`src/rtl/turfio_wb_pkg.sv`:
```
// Shared types and widths for the TURFIO Wishbone register-bus arbiter.
// Latency: n/a (types only).
// Backpressure: n/a (types only).
package turfio_wb_pkg;

    localparam int TURFIO_WB_ADR_W = 25;
    localparam int TURFIO_WB_DAT_W = 32;
    localparam int TURFIO_WB_SEL_W = TURFIO_WB_DAT_W / 8;

    typedef enum logic [1:0] {
        IDLE = 2'd0,
        OWN0 = 2'd1,
        OWN1 = 2'd2
    } arb_state_t;

    // Master-to-slave request bundle.
    typedef struct packed {
        logic                       cyc;
        logic                       stb;
        logic                       we;
        logic [TURFIO_WB_ADR_W-1:0] adr;
        logic [TURFIO_WB_DAT_W-1:0] dat;
        logic [TURFIO_WB_SEL_W-1:0] sel;
    } wb_req_t;

    // Slave-to-master response bundle.
    typedef struct packed {
        logic [TURFIO_WB_DAT_W-1:0] dat;
        logic                       ack;
        logic                       err;
        logic                       rty;
    } wb_rsp_t;

    // One-hot owner encoding for a state; 00 when idle.
    function automatic logic [1:0] state_grant(input arb_state_t s);
        case (s)
            OWN0:    return 2'b01;
            OWN1:    return 2'b10;
            default: return 2'b00;
        endcase
    endfunction

endpackage

```
`src/rtl/turfio_wb_watchdog.sv`:
```
// Bus-stall watchdog: counts owner stb cycles with no slave termination and fires once at the limit.
// Latency: expire is combinational from the registered count, asserted on the TIMEOUT_CYCLES-th stalled cycle.
// Backpressure: after expiry, block holds the owner's strobe off until the owner drops stb itself.
// Ports: clk/rst_n; own_vld (a master owns the bus), own_stb (owner strobe), term (any slave termination);
//        expire (one-cycle pulse), block (strobe suppression).
module turfio_wb_watchdog #(
    parameter int TIMEOUT_CYCLES = 1023
) (
    input  logic clk,
    input  logic rst_n,
    input  logic own_vld,
    input  logic own_stb,
    input  logic term,
    output logic expire,
    output logic block
);

    localparam int CNT_W = (TIMEOUT_CYCLES > 2) ? $clog2(TIMEOUT_CYCLES) : 1;
    localparam logic [CNT_W-1:0] LIMIT = CNT_W'(TIMEOUT_CYCLES - 1);

    logic [CNT_W-1:0] cnt;
    logic             block_q;

    // A stalled strobe that has already been killed must not fire again.
    assign expire = own_vld & own_stb & ~block_q & (cnt == LIMIT);
    assign block  = block_q;

    always_ff @(posedge clk or negedge rst_n) begin
        if (!rst_n) begin
            cnt     <= '0;
            block_q <= 1'b0;
        end else if (!own_vld) begin
            cnt     <= '0;
            block_q <= 1'b0;
        end else if (expire) begin
            cnt     <= '0;
            block_q <= 1'b1;
        end else if (block_q) begin
            cnt <= '0;
            if (!own_stb) begin
                block_q <= 1'b0;
            end
        end else if (!own_stb || term) begin
            cnt <= '0;
        end else begin
            cnt <= cnt + 1'b1;
        end
    end

endmodule

```
`src/rtl/turfio_wb_arbiter.sv`:
```
// Two-master round-robin Wishbone arbiter for the TURFIO register bus; grant locked for a whole cyc.
// Latency: one clock of arbitration (s_cyc_o rises the edge after mx_cyc_i); data path is combinational.
// Backpressure: losing master waits with no termination; a hung slave is cut off only with TURFIO_WB_ARB_TIMEOUT_EN.
// Ports: m0_* (board-manager bridge) and m1_* (TURF control) Wishbone masters, s_* single slave,
//        grant_o one-hot owner (00 idle), timeout_o watchdog expiry pulse.
// Build option: define TURFIO_WB_ARB_TIMEOUT_EN to include the bus-timeout watchdog.
module turfio_wb_arbiter
    import turfio_wb_pkg::*;
#(
    parameter int ADR_W          = TURFIO_WB_ADR_W,
    parameter int DAT_W          = TURFIO_WB_DAT_W,
    parameter int TIMEOUT_CYCLES = 1023
) (
    input  logic               wb_clk_i,
    input  logic               wb_rst_ni,
    input  logic               m0_cyc_i,
    input  logic               m0_stb_i,
    input  logic               m0_we_i,
    input  logic [ADR_W-1:0]   m0_adr_i,
    input  logic [DAT_W-1:0]   m0_dat_i,
    input  logic [DAT_W/8-1:0] m0_sel_i,
    output logic [DAT_W-1:0]   m0_dat_o,
    output logic               m0_ack_o,
    output logic               m0_err_o,
    output logic               m0_rty_o,
    input  logic               m1_cyc_i,
    input  logic               m1_stb_i,
    input  logic               m1_we_i,
    input  logic [ADR_W-1:0]   m1_adr_i,
    input  logic [DAT_W-1:0]   m1_dat_i,
    input  logic [DAT_W/8-1:0] m1_sel_i,
    output logic [DAT_W-1:0]   m1_dat_o,
    output logic               m1_ack_o,
    output logic               m1_err_o,
    output logic               m1_rty_o,
    output logic               s_cyc_o,
    output logic               s_stb_o,
    output logic               s_we_o,
    output logic [ADR_W-1:0]   s_adr_o,
    output logic [DAT_W-1:0]   s_dat_o,
    output logic [DAT_W/8-1:0] s_sel_o,
    input  logic [DAT_W-1:0]   s_dat_i,
    input  logic               s_ack_i,
    input  logic               s_err_i,
    input  logic               s_rty_i,
    output logic [1:0]         grant_o,
    output logic               timeout_o
);

    arb_state_t state;
    logic [1:0] grant_q;
    logic       last_owner;   // index of the master that most recently released the bus

    wb_req_t req0, req1, s_req;
    wb_rsp_t own_rsp;
    logic    wd_expire, wd_block;

    assign req0 = '{cyc: m0_cyc_i, stb: m0_stb_i, we: m0_we_i, adr: m0_adr_i, dat: m0_dat_i, sel: m0_sel_i};
    assign req1 = '{cyc: m1_cyc_i, stb: m1_stb_i, we: m1_we_i, adr: m1_adr_i, dat: m1_dat_i, sel: m1_sel_i};

    // Every transition passes through IDLE, so a release and a new grant never share an edge.
    always_ff @(posedge wb_clk_i or negedge wb_rst_ni) begin
        if (!wb_rst_ni) begin
            state      <= IDLE;
            grant_q    <= 2'b00;
            last_owner <= 1'b1;
        end else begin
            case (state)
                IDLE: begin
                    if (m0_cyc_i && (!m1_cyc_i || last_owner)) begin
                        state   <= OWN0;
                        grant_q <= state_grant(OWN0);
                    end else if (m1_cyc_i) begin
                        state   <= OWN1;
                        grant_q <= state_grant(OWN1);
                    end
                end
                OWN0: begin
                    if (!m0_cyc_i) begin
                        state      <= IDLE;
                        grant_q    <= state_grant(IDLE);
                        last_owner <= 1'b0;
                    end
                end
                OWN1: begin
                    if (!m1_cyc_i) begin
                        state      <= IDLE;
                        grant_q    <= state_grant(IDLE);
                        last_owner <= 1'b1;
                    end
                end
                default: begin
                    state   <= IDLE;
                    grant_q <= 2'b00;
                end
            endcase
        end
    end

    assign grant_o = grant_q;

    always_comb begin
        s_req = '0;
        case (state)
            OWN0:    s_req = req0;
            OWN1:    s_req = req1;
            default: s_req = '0;
        endcase
    end

`ifdef TURFIO_WB_ARB_TIMEOUT_EN
    turfio_wb_watchdog #(
        .TIMEOUT_CYCLES(TIMEOUT_CYCLES)
    ) u_watchdog (
        .clk     (wb_clk_i),
        .rst_n   (wb_rst_ni),
        .own_vld (state != IDLE),
        .own_stb (s_req.stb),
        .term    (s_ack_i | s_err_i | s_rty_i),
        .expire  (wd_expire),
        .block   (wd_block)
    );
`else
    localparam int unused_timeout_cycles = TIMEOUT_CYCLES;
    assign wd_expire = 1'b0;
    assign wd_block  = 1'b0;
`endif

    assign timeout_o = wd_expire;

    assign s_cyc_o = s_req.cyc;
    assign s_stb_o = s_req.stb & ~wd_block;
    assign s_we_o  = s_req.we;
    assign s_adr_o = s_req.adr;
    assign s_dat_o = s_req.dat;
    assign s_sel_o = s_req.sel;

    // A watchdog expiry replaces whatever the slave returns that cycle with a single error.
    assign own_rsp = '{dat: s_dat_i,
                       ack: s_ack_i & ~wd_expire,
                       err: s_err_i | wd_expire,
                       rty: s_rty_i & ~wd_expire};

    assign m0_dat_o = own_rsp.dat;
    assign m1_dat_o = own_rsp.dat;
    assign m0_ack_o = (state == OWN0) & own_rsp.ack;
    assign m0_err_o = (state == OWN0) & own_rsp.err;
    assign m0_rty_o = (state == OWN0) & own_rsp.rty;
    assign m1_ack_o = (state == OWN1) & own_rsp.ack;
    assign m1_err_o = (state == OWN1) & own_rsp.err;
    assign m1_rty_o = (state == OWN1) & own_rsp.rty;

endmodule
```
`config.mk`:
```
export PLATFORM = sky130hd
export DESIGN_NAME = turfio_wb_arbiter
export DESIGN_NICKNAME = d
export VERILOG_FILES = /design/src/rtl/turfio_wb_pkg.sv /design/src/rtl/turfio_wb_watchdog.sv /design/src/rtl/turfio_wb_arbiter.sv
export SDC_FILE = /design/constraint.sdc
export NUM_CORES = 1
export LEC_CHECK = 0
export CORE_AREA = 3 3 117 119
export CTS_CLUSTER_DIAMETER = 100
export DETAILED_ROUTE_END_ITERATION = 10
export DIE_AREA = 0 0 120 122
export MAX_ROUTING_LAYER = met4
export SLEW_MARGIN = 5
export SYNTH_ARGS = -nofsm -noshare
export SYNTH_HDL_FRONTEND = slang
export SYNTH_SLANG_ARGS = --single-unit
export TNS_END_PERCENT = 1
```
`constraint.sdc`:
```
create_clock -name wb_clk_i -period 1.9 [get_ports wb_clk_i]
set_input_delay 0.38 -clock wb_clk_i [delete_from_list [all_inputs] [get_ports wb_clk_i]]
set_output_delay 0.38 -clock wb_clk_i [all_outputs]
set_load 0.005 [all_outputs]
```
==> results.cfg <==
[outcome]
outcome = complete, but fails checks
violations = negative setup slack

[logic_synthesis]
syn_avg_cell_area_um2 = 7.14
syn_inst = 244
synth_nets = 413
synth_xor_area_share_pct = 0
synth_most_common_cell = buf_4
synthMuxAreaShare_pct = 0
yosysWarnings = 0
synth_cell_types = 22
synthArstFlopShare_pct = 100
synth_commonest_cells = 67 x buf_4, 64 x nor2b_1, 63 x a22oi_1
synth_ff_type = dfrtp_1
synth-edff-count = 0
synth_area_um2 = 1740
seq_area_frac_synth_pct = 4.38
yosys.area_share.adder_pct = 2.87
synth_compound_area_share_pct = 30.9
ys_seq_elements = 3
synth-simple-area-share_pct = 26.3
synthTopCellsByArea = buf_4 29%, a22oi_1 27%, nor2b_1 23%
synth_top_cell_by_area = buf_4
synth_top_family_by_area = buffers and inverters
synth_top_area_share_pct = 28.9

[grt]
grt_pass1_vias = 2488
use_met2_pct = 22.5
grt_util_met1_pct = 11.6
grt_pass1_wl_um = 13200
gr-total-overflow = 0
grt-busiest-layer = met2
grt_use_total_pct = 11.6
grt_max_degree = 34
use_met3_pct = 2.74
antenna_found_initial = 0

[clock_tree]
clk_root_buffer_cell = clkbuf_16
path_clk_slew_ns = 0.03
hold_buffers = 0
clk_path_buf_depth = 2
clkSinkCount = 3
cts_buffers = 3
clk_latency_ns = 0.22
cts_tree = built
htreeDepth = 1

[finish]
fin_nets = 572
syn_to_final_growth_pct = 139
n_fill_cell = 1358
stdcell_count = 574
fin_util_pct = 32.8
antenna_cells = 0
layout-drive-gt1-share_pct = 44.0

[die]
core_area_um2 = 12700
start_util_pct = 13.8
die_h_um = 122
die-area_um2 = 14600
dieWidth_um = 120
num_io_pins = 302
num_rows = 41

[route]
wire_per_inst_um = 16.4
drc = 0
drt_wl_total_um = 9430
antenna_left = 0
drt_iter0_drc = 54
firstDrtPassIters = 4
routed_via_density = 4.09
vias = 2348

[critical_path]
path_cells = buf_6 -> ha_4 -> buf_12 -> buf_12 -> a22oi_2 -> nor2b_1 -> dlygate4sd2_1
cpMaxStageDelayCell = dfrtp_1
start_kind = flop
critPathRequiredTime_ns = 1.52
regToRegSetupSlack_ns = 0.26
slowest_delay_ns = 0.40
path_common_cell = buf_12
worstReg2RegStart = grant_o[0]$_DFFE_PN0P_
r2r-end = grant_o[1]$_DFFE_PN0P_
path_class = flop to output port
arrival_ns = 1.69
crit_path_max_fanout = 8
endpoint_kind = output port
worstRegToRegCells = 8

[sta]
tns_ns = -5.15
worst_slack_ns = -0.171
slew_viol_final = 0
rsz0062_at_grt = true
post-route-period-util_pct = 109
hold_viol_final = 0
fin_crit_ns = 2.07
skew_ns = 0.000299
setup_viol = 66
max_freq_mhz = 483

[power]
p_leak_nw = 1.58
ir_drop_uv = 577
power_density_nw_per_um2 = 1110
design_power_total_mw = 4.60

[worst_hold_path]
hp-class = input port to async pin

[place]
port_buffers = 204
dp_cells = 549
gp_congestion = 0.766
hpwl_um = 6590

[flow_run]
cap_violations = 0
-- placed cells by master, fill, tap and decap left out, types with 6 or more instances in the layout --
| master | count |
|---|---|
| nor2b_2 | 10 |
| nor2b_1 | 53 |
| dlygate4sd2_1 | 6 |
| a22oi_2 | 60 |
| clkdlybuf4s50_1 | 134 |
| buf_6 | 12 |
| buf_2 | 40 |
| clkbuf_2 | 14 |
| and2_1 | 6 |
| buf_4 | 9 |
| clkdlybuf4s15_1 | 7 |
| buf_12 | 10 |
-- critical path: cells and delay by family, from the launching register on --
kind,cells,cell delay [ns]
buffers and inverters,4,0.68
flip-flops,1,0.40
adder cells (fa/ha/maj),1,0.17
AO/OA/AOI/OAI,1,0.14
AND/OR/NAND/NOR,1,0.07
-- worst max path at each step --
stage                                       from     endpoint  slack, ns  cells past startpoint
after floorplan           grant_o[1]$_DFFE_PN0P_   s_adr_o[0]       0.27                      7
after detailed placement  grant_o[0]$_DFFE_PN0P_   s_dat_o[1]      -0.25                      6
after global placement    grant_o[0]$_DFFE_PN0P_  s_adr_o[14]      -0.22                      6
after CTS                 grant_o[0]$_DFFE_PN0P_  s_dat_o[26]      -0.20                      8
final                     grant_o[0]$_DFFE_PN0P_   s_dat_o[3]      -0.17                      7
after global routing      grant_o[1]$_DFFE_PN0P_   s_dat_o[3]      -0.25                      7
-- area by class of cell --
| class | instances | area [µm²] | area share [%] |
|---|---|---|---|
| repair buffers | 241 | 2340 | 56.2 |
| multi-input cells | 150 | 1430 | 34.4 |
| flip-flops and latches | 3 | 76.3 | 1.83 |
| well taps | 172 | 215 | 5.17 |
| clock buffers | 4 | 78.8 | 1.89 |
| inverters | 4 | 20.0 | 0.481 |
-- state kept, by name (all words and copies together), names as in the netlist --
| name | flops |
|---|---|
| grant_o | 2 |
| last_owner | 1 |
-- timing repair --
action                     in CTS  in global routing
setup buffers                  12                  3
resized for setup             270                 69
setup endpoints to repair      70                 70
cloned                          5                  1
pin swaps                      17                 15
-- metrics by stage --
step	worst slack [ns]	hold WS (ns)	instance area [µm²]
finish	-0.171	0.344	4160
global route	-0.246	0.352	4160
CTS	-0.196	0.347	4060
detailed placement	-0.247	0.523	3560
global placement	-0.216	0.516	3560
floorplan	0.270	0.0844	1740
-- cell families (layout without fill, tap and decap cells) --
group                      Yosys count  in the layout
other                                1              1
buffers and inverters               91            249
DFF                                  3              3
and+or+nand+nor                     74             74
adders and majority gates            4              4
AOI/OAI and AO/OA                   71             71
-- per-layer routing --
| metal | up-vias | part of all wire [%] |
|---|---|---|
| met5 | - | 0 |
| met4 | 0 | 2.5 |
| met3 | 32 | 8.0 |
| met2 | 117 | 57 |
| met1 | 1099 | 33 |
| li1 | 1100 | - |
-- power breakdown --
| part | internal, mW | switching [mW] |
|---|---|---|
| registers | 0.101 | 0.0234 |
| clock network | 0.277 | 0.0545 |
| logic | 2.42 | 1.72 |
| total | 2.80 | 1.80 |
No activity file was read; power rests on OpenSTA's default activity.
